===== src/rtl/tx_framer_pkg.sv =====
// Shared constants, state encoding and stuffing helpers for the TX framer
// and the matching link receiver.
package tx_framer_pkg;

    localparam logic [7:0] SOF_BYTE = 8'h7E;
    localparam logic [7:0] ESC_BYTE = 8'h7D;
    localparam logic [7:0] ESC_XOR  = 8'h20;

    typedef enum logic [3:0] {
        IDLE,
        LOAD_SOF,
        SOF,
        CHAN,
        DATA,
        DATA_ESC,
        LOAD,
        CSUM,
        CSUM_ESC,
        EOF
    } state_t;

    // True when a payload/checksum byte collides with a framing byte.
    function automatic logic needs_stuff(input logic [7:0] b);
        return (b == SOF_BYTE) || (b == ESC_BYTE);
    endfunction

    // First wire byte for a stuffable byte: the escape marker or the byte itself.
    function automatic logic [7:0] first_byte(input logic [7:0] b);
        return needs_stuff(b) ? ESC_BYTE : b;
    endfunction

endpackage


===== src/rtl/tx_framer_if.sv =====
// FIFO read port plus valid/ready byte stream between the framer (master)
// and its environment (slave).
interface tx_framer_if;

    logic       i_fifo_empty;
    logic       o_pop;
    logic [7:0] i_fifo_data;
    logic [7:0] o_tdata;
    logic       o_tvalid;
    logic       i_tready;

    modport master (
        input  i_fifo_empty,
        input  i_fifo_data,
        input  i_tready,
        output o_pop,
        output o_tdata,
        output o_tvalid
    );

    modport slave (
        output i_fifo_empty,
        output i_fifo_data,
        output i_tready,
        input  o_pop,
        input  o_tdata,
        input  o_tvalid
    );

endinterface


===== src/rtl/tx_framer.sv =====
// HDLC-style framer: pops payload bytes from tx_fifo and emits
// SOF, channel ID, stuffed payload, stuffed XOR checksum, EOF.
module tx_framer
    import tx_framer_pkg::*;
#(
    parameter int unsigned MAX_LEN = 64,
    parameter logic [7:0]  CHAN_ID = 8'h01
) (
    input  logic          i_clk,
    input  logic          i_rst,
    tx_framer_if.master   link,
    output logic          o_busy,
    output logic          o_frame_done
);

    localparam int unsigned   CW      = $clog2(MAX_LEN + 1);
    localparam logic [CW-1:0] MAX_CNT = CW'(MAX_LEN);

    generate
        if (CHAN_ID == SOF_BYTE || CHAN_ID == ESC_BYTE) begin : g_bad_chan
            $error("tx_framer: CHAN_ID must not be a framing byte (0x7E/0x7D)");
        end
        if (MAX_LEN < 1 || MAX_LEN > 255) begin : g_bad_len
            $error("tx_framer: MAX_LEN must be in 1..255");
        end
    endgenerate

    state_t        state;
    logic [7:0]    hold;
    logic [7:0]    csum;
    logic [CW-1:0] count;

    logic xfer;
    logic more;
    logic pop_next;

    // Handshake decode; pops must coincide with the transfer that frees the hold register.
    always_comb begin
        xfer         = link.o_tvalid & link.i_tready;
        more         = (count < MAX_CNT) & ~link.i_fifo_empty;
        pop_next     = xfer & more &
                       (((state == DATA) & ~needs_stuff(hold)) | (state == DATA_ESC));
        link.o_pop   = ~i_rst & (((state == IDLE) & ~link.i_fifo_empty) | pop_next);
        o_busy       = (state != IDLE);
        o_frame_done = (state == EOF) & xfer;
    end

    // Frame sequencer; o_tdata/o_tvalid are loaded on entry to each state and only
    // change on a transfer, so they hold steady while the sink stalls.
    always_ff @(posedge i_clk or posedge i_rst) begin
        if (i_rst) begin
            state       <= IDLE;
            hold        <= '0;
            csum        <= '0;
            count       <= '0;
            link.o_tdata  <= '0;
            link.o_tvalid <= 1'b0;
        end else begin
            case (state)
                IDLE: begin
                    if (!link.i_fifo_empty) begin
                        state <= LOAD_SOF;
                    end
                end
                LOAD_SOF: begin
                    hold          <= link.i_fifo_data;
                    count         <= CW'(1);
                    csum          <= CHAN_ID ^ link.i_fifo_data;
                    link.o_tdata  <= SOF_BYTE;
                    link.o_tvalid <= 1'b1;
                    state         <= SOF;
                end
                SOF: begin
                    if (xfer) begin
                        link.o_tdata <= CHAN_ID;
                        state        <= CHAN;
                    end
                end
                CHAN: begin
                    if (xfer) begin
                        link.o_tdata <= first_byte(hold);
                        state        <= DATA;
                    end
                end
                DATA, DATA_ESC: begin
                    if (xfer) begin
                        if (state == DATA && needs_stuff(hold)) begin
                            link.o_tdata <= hold ^ ESC_XOR;
                            state        <= DATA_ESC;
                        end else if (more) begin
                            link.o_tvalid <= 1'b0;
                            state         <= LOAD;
                        end else begin
                            link.o_tdata <= first_byte(csum);
                            state        <= CSUM;
                        end
                    end
                end
                LOAD: begin
                    hold          <= link.i_fifo_data;
                    count         <= count + CW'(1);
                    csum          <= csum ^ link.i_fifo_data;
                    link.o_tdata  <= first_byte(link.i_fifo_data);
                    link.o_tvalid <= 1'b1;
                    state         <= DATA;
                end
                CSUM: begin
                    if (xfer) begin
                        if (needs_stuff(csum)) begin
                            link.o_tdata <= csum ^ ESC_XOR;
                            state        <= CSUM_ESC;
                        end else begin
                            link.o_tdata <= SOF_BYTE;
                            state        <= EOF;
                        end
                    end
                end
                CSUM_ESC: begin
                    if (xfer) begin
                        link.o_tdata <= SOF_BYTE;
                        state        <= EOF;
                    end
                end
                EOF: begin
                    if (xfer) begin
                        link.o_tvalid <= 1'b0;
                        state         <= IDLE;
                    end
                end
                default: begin
                    link.o_tvalid <= 1'b0;
                    state         <= IDLE;
                end
            endcase
        end
    end

endmodule


===== src/flat_wrapper.sv =====
// flat-port wrapper written by rule: the top's interface ports become plain ports
module tx_framer_flat import tx_framer_pkg::*;
#(
    parameter int unsigned MAX_LEN = 64,
    parameter logic [7:0]  CHAN_ID = 8'h01
)
  (i_clk, i_rst, o_busy, o_frame_done, link_i_fifo_empty, link_i_fifo_data, link_i_tready, link_o_pop, link_o_tdata, link_o_tvalid);
  tx_framer_if link_i ();
  input  logic i_clk;
  input  logic i_rst;
  output logic o_busy;
  output logic o_frame_done;
  input wire logic [$bits(link_i.i_fifo_empty)-1:0] link_i_fifo_empty;
  input wire logic [$bits(link_i.i_fifo_data)-1:0] link_i_fifo_data;
  input wire logic [$bits(link_i.i_tready)-1:0] link_i_tready;
  output wire logic [$bits(link_i.o_pop)-1:0] link_o_pop;
  output wire logic [$bits(link_i.o_tdata)-1:0] link_o_tdata;
  output wire logic [$bits(link_i.o_tvalid)-1:0] link_o_tvalid;
  assign link_i.i_fifo_empty = link_i_fifo_empty;
  assign link_i.i_fifo_data = link_i_fifo_data;
  assign link_i.i_tready = link_i_tready;
  assign link_o_pop = link_i.o_pop;
  assign link_o_tdata = link_i.o_tdata;
  assign link_o_tvalid = link_i.o_tvalid;
  tx_framer #(.MAX_LEN(MAX_LEN), .CHAN_ID(CHAN_ID)) u_core (.i_clk(i_clk), .i_rst(i_rst), .link(link_i), .o_busy(o_busy), .o_frame_done(o_frame_done));
endmodule

===== config.mk =====
export PLATFORM = sky130hd
export DESIGN_NAME = tx_framer_flat
export DESIGN_NICKNAME = d
export VERILOG_FILES = /design/src/rtl/tx_framer_pkg.sv /design/src/rtl/tx_framer_if.sv /design/src/rtl/tx_framer.sv /design/src/flat_wrapper.sv
export SDC_FILE = /design/constraint.sdc
export NUM_CORES = 1
export LEC_CHECK = 0
export CAP_MARGIN = 10
export CORE_MARGIN = 1.5
export CORE_UTILIZATION = 40
export DETAILED_ROUTE_END_ITERATION = 8
export DONT_BUFFER_PORTS = 1
export HOLD_SLACK_MARGIN = 0.12
export MAX_ROUTING_LAYER = met4
export PLACE_DENSITY = 0.67
export SLEW_MARGIN = 20
export SYNTH_ARGS = -nofsm -noshare
export SYNTH_HDL_FRONTEND = slang
export SYNTH_SLANG_ARGS = --single-unit

===== constraint.sdc =====
create_clock -name i_clk -period 1.7 [get_ports i_clk]
set_input_delay 0.425 -clock i_clk [delete_from_list [all_inputs] [get_ports i_clk]]
set_output_delay 0.425 -clock i_clk [all_outputs]
set_load 0.02 [all_outputs]

**Word level (Yosys, flattened, before mapping)**

Index checks and enable logic that the tools add are counted.

- Input bits: 12
- Word-level logic and storage cells: 95
- Output and inout bits: 12
- Bits in registers: 36

- Bitwise operators: 18
- Mux-type cells: 30
- $lt $le $gt $ge: 1
- Add/sub/neg operators: 1
- Reduce and logical (&&, ||, !) cells: 14
- Eq/ne operators: 25

Operator list:

| cell | number |
|---|---|
| two-way mux 8 bit | 11 |
| case mux 8 bit (7 select lines) | 1 |
| == test 8 x 7 -> 1 bit (second input constant) | 6 |
| case mux 4 bit (9 select lines) | 1 |
| two-way mux 4 bit | 8 |
| == test 4 x 3 -> 1 bit (second input constant) | 4 |
| case mux 8 bit (2 select lines) | 1 |
| != test 2 x 1 -> 1 bit (second input constant) | 7 |
| case mux 7 bit (2 select lines) | 1 |
| AND reduction 7 bit | 2 |
| bitwise AND 1 bit | 8 |
| == test 4 x 2 -> 1 bit (second input constant) | 2 |
| == test 4 bit (second input constant) | 2 |
| bitwise XOR 8 bit | 1 |
| adder 7 x 1 -> 7 bit (second input constant) | 1 |
| less-than comparator 7 bit (second input constant) | 1 |
| NOT 1 bit | 7 |
| nonzero test 7 bit | 1 |
| two-way mux 1 bit | 6 |
| AND reduction 5 bit | 1 |
| OR reduction 5 bit | 1 |
| == test 4 x 1 -> 1 bit (second input constant) | 1 |
| logical NOT 4 bit | 1 |
| != test 2 bit (second input constant) | 2 |
| other kinds (8) | 12 |

**Depth between registers and ports, before layout**

Gate-level depths: netlist of the first run.

- Depth after elaboration: 8
- Gate-level depth with buffers: 7
- Gate-level depth less buffers: 5

**Worst setup path after synthesis of the first run**

Ideal clock, no wire load.

- Path type: reg2out
- Start point: register u_core.state[3]
- End point: output link_o_pop
- Data required time: 1275 ps
- Slack: -454 ps
- Arrival time: 1729 ps
- Buffers on the path: 1
- Cell stages (with the launch flop): 6
- Cells stage by stage: dfrtp_1 nor3b_1 nor2b_1 buf_6 nand2_1 a211oi_1

- Word-level cells in the longest chain between the ends: 6
- Elaborated cells on any way between the ends: 9
- Classes of those cells: 2 x eq/ne; 6 x bitwise; 1 x reduce/logical

RTL lines:

| what | RTL line | text |
|---|---|---|
| start: declaration | tx_framer.sv:28 | `state_t state;` |
| start signal: assignment | tx_framer.sv:52 | `state <= IDLE;` |
| start signal: assignment | tx_framer.sv:62 | `state <= LOAD_SOF;` |
| start signal: assignment | tx_framer.sv:71 | `state <= SOF;` |
| == test 4 x 3 -> 1 bit | tx_framer.sv:42 | `(((state == DATA) & ~needs_stuff(hold)) \| (state == DATA_ESC));` |
| bitwise AND 1 bit | tx_framer.sv:42 |  |
| OR 1 bit | tx_framer.sv:42 |  |
| bitwise AND 1 bit | tx_framer.sv:41 | `pop_next = xfer & more &` |
| OR 1 bit (*) | tx_framer.sv:43 | `link.o_pop = ~i_rst & (((state == IDLE) & ~link.i_fifo_empty) \| pop_next);` |
| bitwise AND 1 bit (*) | tx_framer.sv:43 |  |
| end: declaration | flat_wrapper.sv:16 | `output wire logic [$bits(link_i.o_pop)-1:0] link_o_pop;` |

Mark *: on every way between the ends. The rest lies on a longest branch, timed or not.

**Final worst setup path of the first run**

- Start point: register u_core.hold[1]
- End point: output link_o_pop

- Word-level cells in the longest chain between the ends: 8
- Elaborated cells on any way between the ends: 9
- Classes of those cells: 2 x eq/ne; 6 x bitwise; 1 x reduce/logical

RTL lines:

| what | RTL line | text |
|---|---|---|
| start: declaration | tx_framer.sv:29 | `logic [7:0] hold;` |
| start signal: assignment | tx_framer.sv:66 | `hold <= link.i_fifo_data;` |
| start signal: assignment | tx_framer.sv:100 | `hold <= link.i_fifo_data;` |
| == test 8 x 7 -> 1 bit | tx_framer_pkg.sv:24 | `return (b == SOF_BYTE) \|\| (b == ESC_BYTE);` |
| logical OR 1 bit (*) | tx_framer_pkg.sv:24 |  |
| NOT 1 bit (*) | tx_framer.sv:42 |  |
| bitwise AND 1 bit (*) | tx_framer.sv:42 |  |
| OR 1 bit (*) | tx_framer.sv:42 |  |
| bitwise AND 1 bit (*) | tx_framer.sv:41 |  |
| OR 1 bit (*) | tx_framer.sv:43 |  |
| bitwise AND 1 bit (*) | tx_framer.sv:43 |  |

Marks and branches as above.

==> metrics, run 1 <==
worst path cell trace xnor2_2, nor4_4, nor2b_4, nand2_2, a211oi_4; Max-slew headroom 68.6%; Crit Path Category reg -> out; layout cell share with drive strength beyond 1 between 50% and 60%; Post-Syn Instances 241; n_diodes 0; Async SR Flop Fraction 100%; root buf cell clkbuf_8; DP Worst Slack -131 ps; drt drc 0; routed wire length ~7500 µm; Pleak approximately 1.4 nW; synthesis-to-finish area growth 56.5%; gpl congestion between 0.9 and 1; Critical-path top delay cell dfrtp_1; drt wl/cell 19.0 µm; dpl hpwl around 4300 µm; GRT overflow 0; Hold Fails Final Rpt 0; total CTS buffers 5; placed cell count 358; worst reg2reg setup slack -190 ps; status finished with violations; die height approximately 77 µm; CP arrival around 1600 ps; via/cell ratio about 6; Cell variety after synth 57; Rows 26; Sink Count 36; htree depth 2; vias in the first global route 2245; worst path required time 1270 ps; Initial Util 41.8%; worst skew pair latency approximately 290 ps; Core ar. 5170 µm²; initial antenna violation count 0; maximum VDD drop 0.874 mV; Cell Pwr Density 2010 nW/µm²; fin nets approximately 330; failing checks setup timing; Critical Path Max Stage Delay 430 ps; first-pass GRT wire length 11100 µm; number of flops mapped to enable cells by yosys 0; setup violators final 28; Mapped Area between 2000 and 2500 µm²; Final period util 119%; number of port buffers 0; #FFs+latches synth 36; syn_nets 254; RSZ-0062 raised after global routing true; CTS tree built; Avg Cell Area, Syn 8.98 µm²; clk_skew 11.9 ps; CTS max path bufs 2; largest net degree at the start of global routing 37; Ys Warns 0; fin. max-slew vios 0; Die X 76.6 µm; die area between 5000 and 6000 µm²; Iteration-0 DRC Markers 227; CP endpoint kind primary output; DR vias 2353; Worst setup SP type register; Max Freq 493 MHz; antenna viol nets, final 0; fin crit period 2030 ps; gr usage total 24.4%; TNS Setup -3390 ps; clock slew at reported path FFs 70 ps; Tightest Pin Transition 471 ps; Worst Path Max Fanout 2; max cap viols 0; worst min-delay path class in -> async; Tot Pwr 6.79 mW; Setup WS post-layout -328 ps; Synth Flop Type dfrtp_1; IO Count 24; sequential area share after synthesis 41.6%; Post-Layout Cell Count 392; router iterations before antenna repair 4; Core Util, Final between 60 and 70%
==> cell type report <==
type                       count  area, µm²
clock inverter                 1       7.51
timing repair buffer          88        838
tap                           70       87.6
multi-input combinational    180       1420
inverter                      10       40.0
sequential                    36        906
fill                         374       1780
clock buffer                   7       86.3
==> layer usage <==
metal | share of wire [%] | wire, µm | global-route usage, % | vias up
met5 | 0 | 0 | - | -
met4 | 3.8 | 283 | 8.15 | 0
met3 | 5.6 | 419 | 4.31 | 33
met2 | 49 | 3660 | 38.6 | 99
met1 | 42 | 3100 | 31.6 | 1151
li1 | - | - | - | 1070
==> registers in the layout (all words and copies together), names as in the netlist <==
name                  flops
u_core.link.o_tdata       8
u_core.csum               8
u_core.hold               8
u_core.link.o_tvalid      1
u_core.state              4
u_core.count              7
==> synth_stat cells (2+ instances only) <==
| master | count | area, µm² |
|---|---|---|
| nor2_1 | 13 | 48.8 |
| and3_1 | 4 | 25.0 |
| xnor2_1 | 2 | 17.5 |
| o221ai_1 | 2 | 17.5 |
| nor3_1 | 4 | 20.0 |
| mux2i_1 | 2 | 20.0 |
| mux2_2 | 8 | 90.1 |
| buf_2 | 7 | 35.0 |
| nand4_1 | 4 | 25.0 |
| nand2_1 | 19 | 71.3 |
| a211oi_1 | 2 | 15.0 |
| a21oi_1 | 30 | 150 |
| nand3_1 | 21 | 105 |
| a221oi_1 | 2 | 17.5 |
| buf_6 | 3 | 33.8 |
| a31oi_1 | 7 | 43.8 |
| clkbuf_1 | 5 | 18.8 |
| nand2b_1 | 2 | 12.5 |
| or3_1 | 2 | 12.5 |
| o211ai_1 | 2 | 15.0 |
| a22oi_1 | 3 | 22.5 |
| dfrtp_1 | 36 | 901 |
| o21ai_1 | 4 | 20.0 |
| o21ai_0 | 15 | 75.1 |
| inv_1 | 10 | 37.5 |
==> cell usage in the layout, fill, tap and decap left out, types with 2 or more instances in the layout <==
| cell | synthesis | layout |
|---|---|---|
| clkbuf_16 | 0 | 2 |
| o21ai_0 | 15 | 5 |
| and3_1 | 4 | 2 |
| nor2_1 | 13 | 10 |
| a31oi_1 | 7 | 7 |
| o21ai_1 | 4 | 11 |
| buf_12 | 0 | 3 |
| nand3_1 | 21 | 14 |
| o21ai_2 | 1 | 3 |
| clkbuf_8 | 0 | 6 |
| nand4_1 | 4 | 4 |
| buf_6 | 3 | 26 |
| buf_4 | 0 | 56 |
| mux2i_1 | 2 | 2 |
| a22oi_1 | 3 | 3 |
| nand2_2 | 0 | 5 |
| inv_1 | 10 | 8 |
| a21oi_2 | 0 | 9 |
| nand3_2 | 0 | 5 |
| nor2_4 | 0 | 4 |
| or3_1 | 2 | 2 |
| a21oi_1 | 30 | 21 |
| or3b_4 | 0 | 2 |
| nand3_4 | 0 | 2 |
| dfrtp_2 | 0 | 4 |
| nand2b_1 | 2 | 2 |
| and3_4 | 0 | 2 |
| mux2_4 | 1 | 7 |
| o211ai_1 | 2 | 2 |
| dfrtp_1 | 36 | 32 |
| a221oi_2 | 0 | 2 |
| mux2_2 | 8 | 2 |
| nor3_1 | 4 | 3 |
| nand2_1 | 19 | 14 |
==> report_power, final <==
part | leakage, nW | switching [mW] | internal [mW] | total, mW
Clock | 0.0445 | 0.318 | 0.330 | 0.648
Combinational | 0.953 | 2.07 | 2.39 | 4.46
Sequential | 0.435 | 0.457 | 1.23 | 1.69
==> worst max-delay path, delay by kind of cell, from the launching register on <==
kind             cells  cell delay, ps
flip-flops           1             430
AO/OA/AOI/OAI        1             320
XOR/XNOR             1             290
AND/OR/NAND/NOR      3             280
==> cell families after synthesis <==
| group | synth area share [%] |
|---|---|
| flip-flops | 41.6 |
| buffers and inverters | 5.78 |
| multiplexers | 5.78 |
| XOR/XNOR | 0.809 |
| adder cells (fa/ha/maj) | 0.578 |
| AO/OA/AOI/OAI | 23.2 |
| AND/OR/NAND/NOR | 22.3 |
==> stage by stage <==
stage	hold WS (ps)	area [µm²]
floorplan	452	2200
global placement	455	2700
detailed placement	458	2700
CTS	148	3090
global route	194	3390
finish	115	3390
==> repair_timing <==
item | in CTS | in global routing
cloned | 2 | 2
buffers inserted | 20 | 5
hold buffers | 0 | 0
gates resized for setup | 43 | 59
pin swaps | 19 | 31
setup endpoints to repair | 18 | 36
==> path summary, 6_finish.rpt <==
check,start,end,cells after the start
hold reg to reg,u_core.count[5],u_core.count[5],1
hold / removal,i_rst,u_core.state[3],2
setup / recovery,u_core.hold[1],link_o_pop,5
min in group i_clk,link_i_fifo_data[4],u_core.hold[4],1
setup reg to reg,u_core.state[1],u_core.link.o_tdata[0],5
max in group asynchronous,i_rst,u_core.state[0],2
Note: power is estimated with default switching activity, not from simulation.
==> run 2, diff against run 1 <==
Settings changed: CELL_PAD_IN_SITES_DETAIL_PLACEMENT set to 1, CELL_PAD_IN_SITES_GLOBAL_PLACEMENT set to 2, CORE_UTILIZATION 40 to 39, PLACE_DENSITY 0.67 to 0.9.
Clock period 1.7 ns to 1.9 ns, I/O delays scaled along.
==> metrics, run 2 (same netlist as run 1, synthesis figures left out) <==
status finished with violations; failing checks setup timing; die height 77.5 µm (+1.2%); DR vias 2113 (-10%); n_diodes 0 (unchanged); most frequent cells in the layout buf_4, dfrtp_1, a21oi_1, nand3_1, nand2_1; Iteration-0 DRC Markers 118 (-48%); drt wl/cell 20.2 µm (+6.1%); clk_skew 4.89 ps (-7.05 ps); number of port buffers 0 (unchanged); vias in the first global route 2151 (-4.2%); Area after DPL 2460 µm² (-8.8%); Tightest Pin Transition 507 ps (+36.2 ps); fin nets 294 (-12%); placed cell count 332 (-7.3%); gr usage total 24.8% (+0.47 points); gpl congestion 0.790 (-15%); htree depth 2 (unchanged); fin. max-slew vios 0 (unchanged); Max-slew headroom 66.2% (-2.4 points); CP arrival 1640 ps (+40 ps); IO Count 24 (unchanged); CP endpoint kind primary output; setup violators final 6 (-79%); synthesis-to-finish area growth 27.5%; largest net degree at the start of global routing 37 (unchanged); Worst setup SP type register; tightest hold margin 182 ps (+67.1 ps); maximum VDD drop 0.631 mV (-28%); max cap viols 0 (unchanged); worst min-delay path class in -> async; GRT overflow 0 (unchanged); Pleak 1.13 nW (-21%); dpl hpwl 4530 µm (+6.1%); most common cell after layout, fill and taps aside buf_4; Critical-path top delay cell dfrtp_1; Post-Layout Cell Count 351 (-10%); cell family with most CP delay flip-flops; CP Buf/Inv Count 1 (+1); root buf cell clkbuf_8; Cell Pwr Density 1840 nW/µm² (-8.1%); drt drc 0 (unchanged); worst skew pair latency 290 ps (about the same); Worst Path Max Fanout 2 (unchanged); fin crit period 2110 ps; CTS max path bufs 2 (unchanged); Final period util 111%; total CTS buffers 5 (unchanged); worst path required time 1420 ps (+150 ps); clock slew at reported path FFs 80 ps (about the same); worst path cell trace xnor2_1, buf_4, nor4_4, nor2b_2, nand2_2, a211oi_4; first-pass GRT wire length 11200 µm (+0.44%); RSZ-0062 raised after global routing true; via/cell ratio 6.02 (+0.29%); Die X 77.5 µm (+1.2%); Hold Fails Final Rpt 0 (unchanged); initial antenna violation count 0 (unchanged); antenna viol nets, final 0 (unchanged); router iterations before antenna repair 4 (unchanged); Largest regs u_core.csum: 8 flops, u_core.hold: 8 flops, u_core.link.o_tdata: 8 flops; Final Instance Area 2760 µm² (-19%); Rows 26 (unchanged); Initial Util 41.3% (-0.52 points); layout cell share with drive strength beyond 1 33.1% (-17 points); routed wire length 7090 µm (-5.0%); Max Freq 473 MHz; Setup WS post-layout -214 ps (+114 ps); Critical Path Max Stage Delay 400 ps (-30 ps); Sink Count 36 (unchanged); die area 6010 µm² (+2.5%); CTS tree built; Crit Path Category reg -> out; Core ar. 5240 µm² (+1.3%)
==> run 2: cell count changes in the layout (fill, tap and decap cells not counted), sizes merged <==
cell | before | now
clkinvlp | 1 | 0
buf | 86 | 48
clkbuf | 9 | 7
==> run 2: where the power goes <==
part	internal, mW	total, mW	switching, mW
sequential	1.10	1.57	0.469
clock	0.323	0.594	0.271
combinational	1.42	2.92	1.51
==> run 2: final cells by class <==
cell class	instances	area, µm²
Tap cell	70	87.6
Timing Repair Buffer	48	394
Fill cell	612	2480
Sequential cell	36	905
Inverter	10	37.5
Clock buffer	7	96.3
Multi-Input combinational cell	180	1240
==> run 2: final timing paths <==
| kind | from | endpoint | slack [ps] | cells after the start |
|---|---|---|---|---|
| min in group i_clk | link_i_fifo_data[5] | u_core.hold[5] | 330 | 1 |
| hold / removal | i_rst | u_core.state[2] | 180 | 2 |
| max in group asynchronous | i_rst | u_core.state[1] | 1320 | 2 |
| setup / recovery | u_core.hold[0] | link_o_pop | -210 | 6 |
| setup reg to reg | u_core.state[3] | u_core.link.o_tdata[7] | -30 | 6 |
| hold reg to reg | u_core.count[5] | u_core.count[5] | 490 | 1 |
==> run 2: stage by stage <==
| stage | setup WS, ps | power [mW] | TNS [ps] | utilization [%] |
|---|---|---|---|---|
| final | -214 | 5.08 | -444 | 52.7 |
| after global routing | -269 | 5.40 | -901 | 52.7 |
| after floorplan | 5.41 | 3.11 | 0 | - |
| after detailed placement | -11.2 | 3.98 | -16.1 | 46.9 |
| after CTS | -180 | 4.82 | -413 | 51.0 |
| after global placement | 21.3 | 3.90 | 0 | 46.9 |
==> run 2: repair_timing <==
| action | CTS | global route |
|---|---|---|
| hold buffers | 0 | 0 |
| gates cloned | 0 | 0 |
| resized for setup | 21 | 12 |
| pin swaps | 8 | 9 |
| setup endpoints to repair | 9 | 18 |
| setup buffers | 7 | 7 |
==> run 2: metal layers <==
metal  vias up  share of wire [%]  track usage, %
met5         -                  0               -
met4         0                2.0            8.18
met3        10                4.5            6.35
met2        49                 49            39.4
met1      1078                 44            30.9
li1        976                  -               -
==> run 2: worst register-to-register path, stage by stage (launching register included) <==
cell,delay [ps]
dfrtp_1,440
buf_6,150
buf_6,110
or4b_4,570
o21ai_4,270
a221o_1,200
mux2_2,140
